--- src/rtl/wb_slv_lbus_bridge.sv ---
// Wishbone classic slave to local-bus bridge with rdy_in wait states
// and a bounded wait that ends a hung access in a Wishbone error.
module wb_slv_lbus_bridge #(
    parameter int          ADDR_W       = 8,
    parameter int          DATA_W       = 32,
    parameter int          WAIT_MAX     = 15,
    parameter logic [31:0] TIMEOUT_DATA = 32'hDEAD_BEEF
) (
    input  logic                  clk_i,
    input  logic                  rst_n_i,
    input  logic                  cyc_i,
    input  logic                  stb_i,
    input  logic                  we_i,
    input  logic [DATA_W/8-1:0]   sel_i,
    input  logic [31:0]           adr_i,
    input  logic [DATA_W-1:0]     dat_i,
    output logic [DATA_W-1:0]     dat_o,
    output logic                  ack_o,
    output logic                  err_o,
    output logic                  wr_out,
    output logic                  rd_out,
    output logic [ADDR_W-1:0]     addr_out,
    output logic [DATA_W/8-1:0]   be_out,
    output logic [DATA_W-1:0]     data_out,
    input  logic [DATA_W-1:0]     data_in,
    input  logic                  rdy_in
);

    localparam logic [1:0] ST_IDLE = 2'd0;
    localparam logic [1:0] ST_WAIT = 2'd1;
    localparam logic [1:0] ST_RESP = 2'd2;

    localparam int                  CNT_W   = (WAIT_MAX > 0) ? $clog2(WAIT_MAX + 1) : 1;
    localparam logic [CNT_W-1:0]    CNT_MAX = CNT_W'(WAIT_MAX);
    localparam logic [DATA_W-1:0]   TO_DATA = DATA_W'(TIMEOUT_DATA);

    logic [1:0]       state;
    logic             we_q;
    logic [CNT_W-1:0] wait_cnt;
    logic             timeout;
    logic             unused_adr;

    assign unused_adr = ^adr_i[31:ADDR_W];

    // The last permitted wait cycle; WAIT_MAX=0 disables the timeout entirely.
    assign timeout = (WAIT_MAX > 0) && (wait_cnt == CNT_W'(WAIT_MAX - 1));

    always_ff @(posedge clk_i or negedge rst_n_i) begin
        if (!rst_n_i) begin
            state    <= ST_IDLE;
            we_q     <= 1'b0;
            wait_cnt <= '0;
            dat_o    <= '0;
            ack_o    <= 1'b0;
            err_o    <= 1'b0;
            wr_out   <= 1'b0;
            rd_out   <= 1'b0;
            addr_out <= '0;
            be_out   <= '0;
            data_out <= '0;
        end else begin
            // NOTE: pulse outputs default low here so every branch below
            // only has to raise them; the last non-blocking write wins.
            ack_o  <= 1'b0;
            err_o  <= 1'b0;
            wr_out <= 1'b0;
            rd_out <= 1'b0;

            case (state)
                ST_IDLE: begin
                    wait_cnt <= '0;
                    if (cyc_i && stb_i) begin
                        addr_out <= adr_i[ADDR_W-1:0];
                        be_out   <= sel_i;
                        data_out <= dat_i;
                        we_q     <= we_i;
                        if (sel_i != '0) begin
                            wr_out <= we_i;
                            rd_out <= !we_i;
                            state  <= ST_WAIT;
                        end else begin
                            // Nothing to transfer: complete without touching the local bus.
                            ack_o <= 1'b1;
                            state <= ST_RESP;
                        end
                    end
                end

                ST_WAIT: begin
                    if (!cyc_i) begin
                        wait_cnt <= '0;
                        state    <= ST_IDLE;
                    end else if (rdy_in) begin
                        if (!we_q) dat_o <= data_in;
                        ack_o    <= 1'b1;
                        wait_cnt <= '0;
                        state    <= ST_RESP;
                    end else if (timeout) begin
                        if (!we_q) dat_o <= TO_DATA;
                        err_o    <= 1'b1;
                        wait_cnt <= '0;
                        state    <= ST_RESP;
                    end else if (wait_cnt != CNT_MAX) begin
                        wait_cnt <= wait_cnt + 1'b1;
                    end
                end

                ST_RESP: state <= ST_IDLE;

                default: state <= ST_IDLE;
            endcase
        end
    end

endmodule

--- config.mk ---
export PLATFORM = sky130hd
export DESIGN_NAME = wb_slv_lbus_bridge
export DESIGN_NICKNAME = d
export VERILOG_FILES = /design/src/rtl/wb_slv_lbus_bridge.sv
export SDC_FILE = /design/constraint.sdc
export NUM_CORES = 1
export LEC_CHECK = 0
export ABC_AREA = 1
export ABC_CLOCK_PERIOD_IN_PS = 2500
export BUFFER_PORTS_ARGS = -buffer_cell sky130_fd_sc_hd__buf_2
export CAP_MARGIN = 5
export CORE_MARGIN = 8
export CORE_UTILIZATION = 50
export CTS_BUF_LIST = sky130_fd_sc_hd__clkbuf_4
export CTS_CLUSTER_SIZE = 24
export DETAILED_ROUTE_END_ITERATION = 10
export PLACE_DENSITY = 0.88
export SYNTH_ARGS = -nofsm -noshare
export SYNTH_HDL_FRONTEND = slang
export SYNTH_SLANG_ARGS = --single-unit
--- constraint.sdc ---
create_clock -name clk_i -period 2.5 [get_ports clk_i]
set_clock_uncertainty 0.2 [all_clocks]
set_input_delay 0.5 -clock clk_i [delete_from_list [all_inputs] [get_ports clk_i]]
set_output_delay 0.5 -clock clk_i [all_outputs]
set_load 0.02 [all_outputs]
==> flow_metrics.py, run 1 <==
metrics = {
    "run_status": {
        "status": "finished clean",
    },
    "clock_tree": {
        "cts_tree": "yes",
        "cts_root_buffer": "clkbuf_4",
        "numClockSinks": 87,
        "insertion_delay_ns": 0.40,
        "clk_pin_slew_ns": 0.12,
        "clock_path_buffers": 2,
        "htreeDepth": 3,
        "cts_setup_buffers": 0,
        "numCtsBuffers": 9,
    },
    "synth": {
        "yosys_most_used_dff": "dfrtp_1",
        "syn_inst": 309,
        "syn-num-nets": 417,
        "yosys_warnings": 0,
        "async_flop_share_pct": 100,
        "synth_edf_count": 0,
        "ys_ff_latch": 87,
        "ys_seq_area_share_pct": 62.0,
        "ys_types": 26,
        "postSynthAreaPerCell_um2": 11.4,
        "netlist_area_um2": 3510,
    },
    "worst_setup_path": {
        "startpoint_type": "register",
        "rrSetupSlack_ns": 0.62,
        "critical_path_required_ns": 2.62,
        "path_max_fanout": 56,
        "crit_path_end_kind": "register",
        "critical_path_class": "reg2reg",
        "crit_arrival_ns": 2.00,
    },
    "floorplan": {
        "rows": 30,
        "dieHeight_um": 99.8,
        "io_pins": 186,
        "die_area_um2": 9960,
        "initial_core_util_pct": 51.7,
        "coreArea_um2": 6790,
        "die-width_um": 99.8,
    },
    "global_route": {
        "gr-total-overflow": 0,
        "antenna_found_initial": 0,
        "grt_start_max_net_pins": 57,
        "track_usage_pct": 18.0,
        "grt_pass1_wl_mm": 14.2,
        "grt_use_met3_pct": 8.51,
        "grt_pass1_vias": 2964,
        "use_met1_pct": 20.3,
        "top_usage_layer": "met2",
        "met2_usage_pct": 29.5,
    },
    "final_layout": {
        "num_antenna_cells": 0,
        "post-route-util_pct": 68.2,
        "final_common_cell": "buf_2",
        "final_cell_mix": "buf_2 (160), dfrtp_1 (87), nor2_1 (58)",
        "nNetsFinal": 579,
        "layout-drive-gt1-share_pct": 49.2,
        "area_growth_pct": 32.0,
    },
    "sta": {
        "fin_crit_sh_pct": 75.3,
        "slew_headroom_pct": 62.5,
        "setup_tns_ns": 0,
        "rsz0062_at_grt": "no",
        "finalHoldViolations": 0,
        "worst-slew-pin-transition_ns": 0.562,
        "finalCriticalPeriod_ns": 1.88,
        "setup_slack_ns": 0.617,
        "finalSetupViolations": 0,
        "finalMaxSlewViolations": 0,
        "clock.fmax_ghz": 0.531,
    },
    "placed_design": {
        "portBuffers": 161,
        "dpl_worst_slack_ns": 0.601,
        "dp_hpwl_mm": 6.85,
        "globalplace.congestion": 0.886,
    },
    "min_path": {
        "hold_path_class": "in2reg",
    },
    "route": {
        "drc": 0,
        "viasPerCell": 4.91,
        "wl_per_cell_um": 15.5,
        "drtAntennaViolNets": 0,
        "route.vias.total": 2810,
        "postRouteWirelength_mm": 8.86,
        "first_iter_violations": 100,
        "first_pass_iters": 4,
    },
    "pwr": {
        "p_per_area_nw_per_um2": 976,
        "p_leak_nw": 2.36,
        "vdd_ir_drop_max_mv": 0.473,
    },
    "flow_run": {
        "cap_violations": 0,
    },
}
-- worst paths after layout --
kind                            from         to  depth (start not counted)
min in group asynchronous    rst_n_i  dat_o[12]                          2
max in group asynchronous    rst_n_i  be_out[3]                          3
max reg2reg                 state[1]   dat_o[1]                          6
max                         state[1]   dat_o[1]                          6
min reg2reg                be_out[1]  be_out[1]                          2
min                             we_i     rd_out                          2
-- registers in the layout, indices dropped and copies added (netlist names) --
signal    count
wr_out        1
be_out        4
we_q          1
wait_cnt      4
state         2
rd_out        1
data_out     32
addr_out      8
dat_o        32
ack_o         1
err_o         1
-- per-layer routing --
layer  vias up  part of all wire [%]
met5         -                     0
met4         0                  0.94
met3         9                    12
met2       124                    49
met1      1333                    38
li1       1344                     -
-- synth_stat cells, types with 2 or more instances --
library cell	instances	area share [%]
buf_2	5	0.71
ha_1	2	0.71
clkbuf_1	4	0.43
o21ai_0	16	2.3
nor3_1	2	0.29
a21oi_2	8	2.0
dfrtp_1	87	62
mux2_2	40	13
buf_6	4	1.3
nor2_1	58	6.2
a21oi_1	16	2.3
inv_1	14	1.5
nand2_1	27	2.9
nand4_1	3	0.53
nand3_1	12	1.7
-- cells by family after synthesis --
logic type,Yosys count,share of synthesized area [%]
adder cells (fa/ha/maj),2,0.713
XOR/XNOR,1,0.250
AO/OA/AOI/OAI,41,6.74
AND/OR/NAND/NOR,108,13.1
flip-flops,87,62.0
buffers and inverters,30,4.35
multiplexers,40,12.8
-- worst max-delay path, stage by stage (launching register included) --
cell	delay, ns
dfrtp_1	0.42
nor2_1	0.19
nand2_1	0.30
nor2_4	0.21
buf_12	0.25
nor2_1	0.08
a21oi_1	0.14
-- what timing repair did --
item | CTS | global route
endpoints found under the hold margin | 43 | 0
hold buffers | 1 | 0
resized for setup | 0 | 0
-- per-stage QoR --
step / power (mW) / hold WS (ns) / cell area [um^2] / instances
6_report: 4.52 / 0.0420 / 4630 / 572
3_5_place_dp: 3.50 / 0.280 / 4420 / 555
2_1_floorplan: 2.88 / 0.00441 / 3510 / 309
4_1_cts: 4.58 / 0.0133 / 4630 / 572
5_1_grt: 4.78 / 0.0216 / 4630 / 572
3_3_place_gp: 3.43 / 0.266 / 4420 / 555
-- layout make-up --
class | count | area [um^2]
Sequential cell | 87 | 2180
Clock inverter | 6 | 133
Fill cell | 507 | 2160
Timing Repair Buffer | 166 | 886
Clock buffer | 10 | 75.1
Inverter | 15 | 56.3
Multi-Input combinational cell | 192 | 1190
Tap cell | 96 | 120
-- where the power goes --
part | internal (mW) | switching, mW | leakage [nW] | total [mW]
clock network | 0.618 | 0.454 | 0.108 | 1.07
logic | 0.556 | 0.924 | 1.21 | 1.48
registers | 1.78 | 0.190 | 1.04 | 1.97
Note: power is estimated with default switching activity, not from simulation.
==> run 2: changes to the inputs <==
==> config.mk (replaced) <==
export PLATFORM = sky130hd
export DESIGN_NAME = wb_slv_lbus_bridge
export DESIGN_NICKNAME = d
export VERILOG_FILES = /design/src/rtl/wb_slv_lbus_bridge.sv
export SDC_FILE = /design/constraint.sdc
export NUM_CORES = 1
export LEC_CHECK = 0
export ABC_AREA = 0
export ABC_CLOCK_PERIOD_IN_PS = 1600
export BUFFER_PORTS_ARGS = -buffer_cell sky130_fd_sc_hd__buf_2
export CAP_MARGIN = 5
export CORE_MARGIN = 8
export CORE_UTILIZATION = 42
export CTS_BUF_LIST = sky130_fd_sc_hd__clkbuf_4
export CTS_CLUSTER_SIZE = 24
export DETAILED_ROUTE_END_ITERATION = 10
export PLACE_DENSITY = 0.78
export SYNTH_ARGS = -nofsm -noshare
export SYNTH_HDL_FRONTEND = slang
export SYNTH_SLANG_ARGS = --single-unit
==> constraint.sdc (replaced) <==
create_clock -name clk_i -period 1.6 [get_ports clk_i]
set_clock_uncertainty 0.2 [all_clocks]
set_input_delay 0.32 -clock clk_i [delete_from_list [all_inputs] [get_ports clk_i]]
set_output_delay 0.32 -clock clk_i [all_outputs]
set_load 0.02 [all_outputs]
==> run 2 against run 1 <==
The flow now finishes with violations (negative setup slack). Critical endpoint is now dat_o[16]. Sequential share of layout area fell by 12 points. Clock power grew 46%. Fmax grew 3.1%. Design area is 34% higher. Die area rose by 18%. Highest routed layer unchanged. Worst hold slack lost 0.0061 ns. Flip-flop and latch count unchanged.
==> flow_metrics.py, run 2 <==
metrics = {
    "final_layout": {
        "nNetsFinal": 633,
        "area_growth_pct": 72.1,
        "top_regs": "dat_o: 32 flops, data_out: 32 flops, addr_out: 8 flops",
        "design_area_um2": 6190,
        "layout-drive-gt1-share_pct": 57.5,
        "num_antenna_cells": 0,
        "stdcell_count": 635,
        "final_common_cell": "buf_2",
        "final_cell_mix": "buf_2 (157), dfrtp_1 (87), dlygate4sd3_1 (66)",
    },
    "placed_design": {
        "portBuffers": 161,
        "dp_hpwl_mm": 7.20,
        "placed_area_um2": 4930,
        "dpl_worst_slack_ns": -0.164,
        "globalplace.congestion": 0.771,
        "dp.cells": 540,
    },
    "clock_tree": {
        "cts_root_buffer": "clkbuf_4",
        "cts_tree": "yes",
        "clock_path_buffers": 2,
        "insertion_delay_ns": 0.42,
        "clk_pin_slew_ns": 0.12,
        "numCtsBuffers": 9,
        "htreeDepth": 3,
        "numClockSinks": 87,
    },
    "synth": {
        "yosys_most_used_dff": "dfrtp_1",
        "syn-num-nets": 364,
        "synth_area_leaders": "dfrtp_1 (61%), mux2_2 (20%), nand2b_1 (4.5%), mux2i_1 (2.5%), inv_1 (1.4%)",
        "synth_top_family_by_area": "multiplexers",
        "synthTopCellsByCount": "dfrtp_1 (87), mux2_2 (65), nand2b_1 (26), inv_1 (13), nand2_1 (12)",
        "async_flop_share_pct": 100,
        "synth_xor_area_share_pct": 0,
        "synthAdderAreaFrac_pct": 0.696,
        "ys_ff_latch": 87,
        "netlist_area_um2": 3600,
        "synth-simple-area-share_pct": 9.46,
        "ys_seq_area_share_pct": 60.5,
        "syn_inst": 256,
        "yosys_warnings": 0,
        "synth_edf_count": 0,
        "synth_top_area_share_pct": 60.5,
        "ys_types": 29,
        "yosysMostFrequentCell": "dfrtp_1",
        "synth_compound_area_share_pct": 1.50,
        "postSynthAreaPerCell_um2": 14.1,
        "synth.area.mux_share_pct": 24.1,
        "yosysTopAreaCell": "dfrtp_1",
    },
    "global_route": {
        "antenna_found_initial": 0,
        "track_usage_pct": 19.2,
        "gr-total-overflow": 0,
        "grt_pass1_vias": 3485,
        "grt_pass1_wl_mm": 17.8,
        "grt_start_max_net_pins": 35,
    },
    "floorplan": {
        "rows": 33,
        "die-width_um": 109,
        "coreArea_um2": 8260,
        "initial_core_util_pct": 43.6,
        "dieHeight_um": 109,
        "io_pins": 186,
        "die_area_um2": 11800,
    },
    "worst_setup_path": {
        "crit_path_end_kind": "register",
        "r2r-end": "dat_o[16]",
        "cp_slowest_cell": "dfrtp_1",
        "critical_path_class": "reg2reg",
        "critical_path_required_ns": 1.71,
        "slowest_delay_ns": 0.41,
        "startpoint_type": "register",
        "timing.rr.start": "wait_cnt[0]",
        "path_max_fanout": 6,
        "crit_arrival_ns": 1.94,
        "path_cells": "inv_2, ha_4, a31oi_4, nor3_4, buf_6, clkbuf_16, mux2_2",
        "r2r_cells": 7,
        "rrSetupSlack_ns": -0.23,
    },
    "pwr": {
        "p_leak_nw": 3.04,
        "p_per_area_nw_per_um2": 1300,
        "vdd_ir_drop_max_mv": 0.665,
        "total_power_mw": 8.07,
    },
    "min_path": {
        "min_from": "data_in[7]",
        "hold_path_class": "in2reg",
        "min_path_cells": 3,
        "min_to": "dat_o[7]",
    },
    "route": {
        "drc": 0,
        "drtAntennaViolNets": 0,
        "route.vias.total": 3054,
        "wl_per_cell_um": 18.9,
        "first_iter_violations": 60,
        "first_pass_iters": 4,
        "viasPerCell": 4.81,
        "postRouteWirelength_mm": 12.0,
    },
    "sta": {
        "finalMaxSlewViolations": 0,
        "worst-slew-pin-transition_ns": 0.337,
        "slew_headroom_pct": 77.6,
        "finalCriticalPeriod_ns": 1.83,
        "finalHoldViolations": 0,
        "finalSetupViolations": 74,
        "clock.fmax_ghz": 0.547,
        "rsz0062_at_grt": "yes",
        "fin_crit_sh_pct": 114,
        "setup_slack_ns": -0.227,
    },
    "run_status": {
        "violations": "negative setup slack",
        "status": "complete, but fails checks",
    },
    "flow_run": {
        "cap_violations": 0,
    },
}
## run 2: what timing repair did
item	in CTS	in global routing
buffers inserted	3	8
endpoints found under the hold margin	154	0
gates resized for setup	37	31
gates cloned	1	3
pin swaps	0	9
hold buffers	66	0
setup endpoints to repair	77	90
## run 2: logic make-up after synthesis
family                     count (synthesis)
DFF                                       87
muxes                                     78
and+or+nand+nor                           56
buffers and inverters                     25
AOI/OAI and AO/OA                          8
adders and majority gates                  2
## run 2: per-stage QoR
step | util (%) | setup TNS (ns) | hold slack [ns]
floorplan | - | -3.66 | -0.176
global placement | 59.7 | -4.65 | 0.0431
detailed placement | 59.7 | -6.55 | 0.0463
CTS | 72.3 | -10.01 | 0.0104
global route | 75.0 | -15.24 | 0.00527
finish | 75.0 | -11.03 | 0.0359
## run 2: worst max-delay path by stage
stage	start	to	slack [ns]	depth (start not counted)
final	wait_cnt[0]	dat_o[16]	-0.23	7
after CTS	state[1]	dat_o[30]	-0.19	4
after global routing	wait_cnt[0]	dat_o[23]	-0.28	7
after global placement	wait_cnt[0]	dat_o[16]	-0.13	6
after floorplan	wait_cnt[0]	dat_o[0]	-0.15	6
after detailed placement	wait_cnt[0]	dat_o[16]	-0.16	6
## run 2: report_power, final
part | leakage (nW) | switching, mW | internal [mW]
logic | 1.90 | 1.65 | 1.57
registers | 1.04 | 0.417 | 2.87
clock network | 0.100 | 0.748 | 0.807
total | 3.04 | 2.82 | 5.25
## run 2: worst max-delay path, delay by kind of cell, from the launching register on
family / cells / cell delay (ns)
flip-flops: 1 / 0.41
buffers and inverters: 3 / 0.40
multiplexers: 1 / 0.33
AND/OR/NAND/NOR: 1 / 0.17
adder cells (fa/ha/maj): 1 / 0.14
AO/OA/AOI/OAI: 1 / 0.08
## run 2: routing by layer
metal / routed length (um) / vias to the layer above / GRT usage, %
met5: 0 / - / 0
met1: 4760 / 1488 / 23.1
met2: 5980 / 145 / 31.3
li1: - / 1411 / -
met3: 1120 / 10 / 7.73
met4: 109 / 0 / 4.99
## run 2: cell type report
| cell class | instances | area [um^2] |
|---|---|---|
| Sequential cell | 87 | 2180 |
| Multi-Input combinational cell | 144 | 1630 |
| Clock buffer | 10 | 75.1 |
| Inverter | 13 | 48.8 |
| Tap cell | 105 | 131 |
| Fill cell | 497 | 2070 |
| Timing Repair Buffer | 270 | 2020 |
| Clock inverter | 6 | 109 |
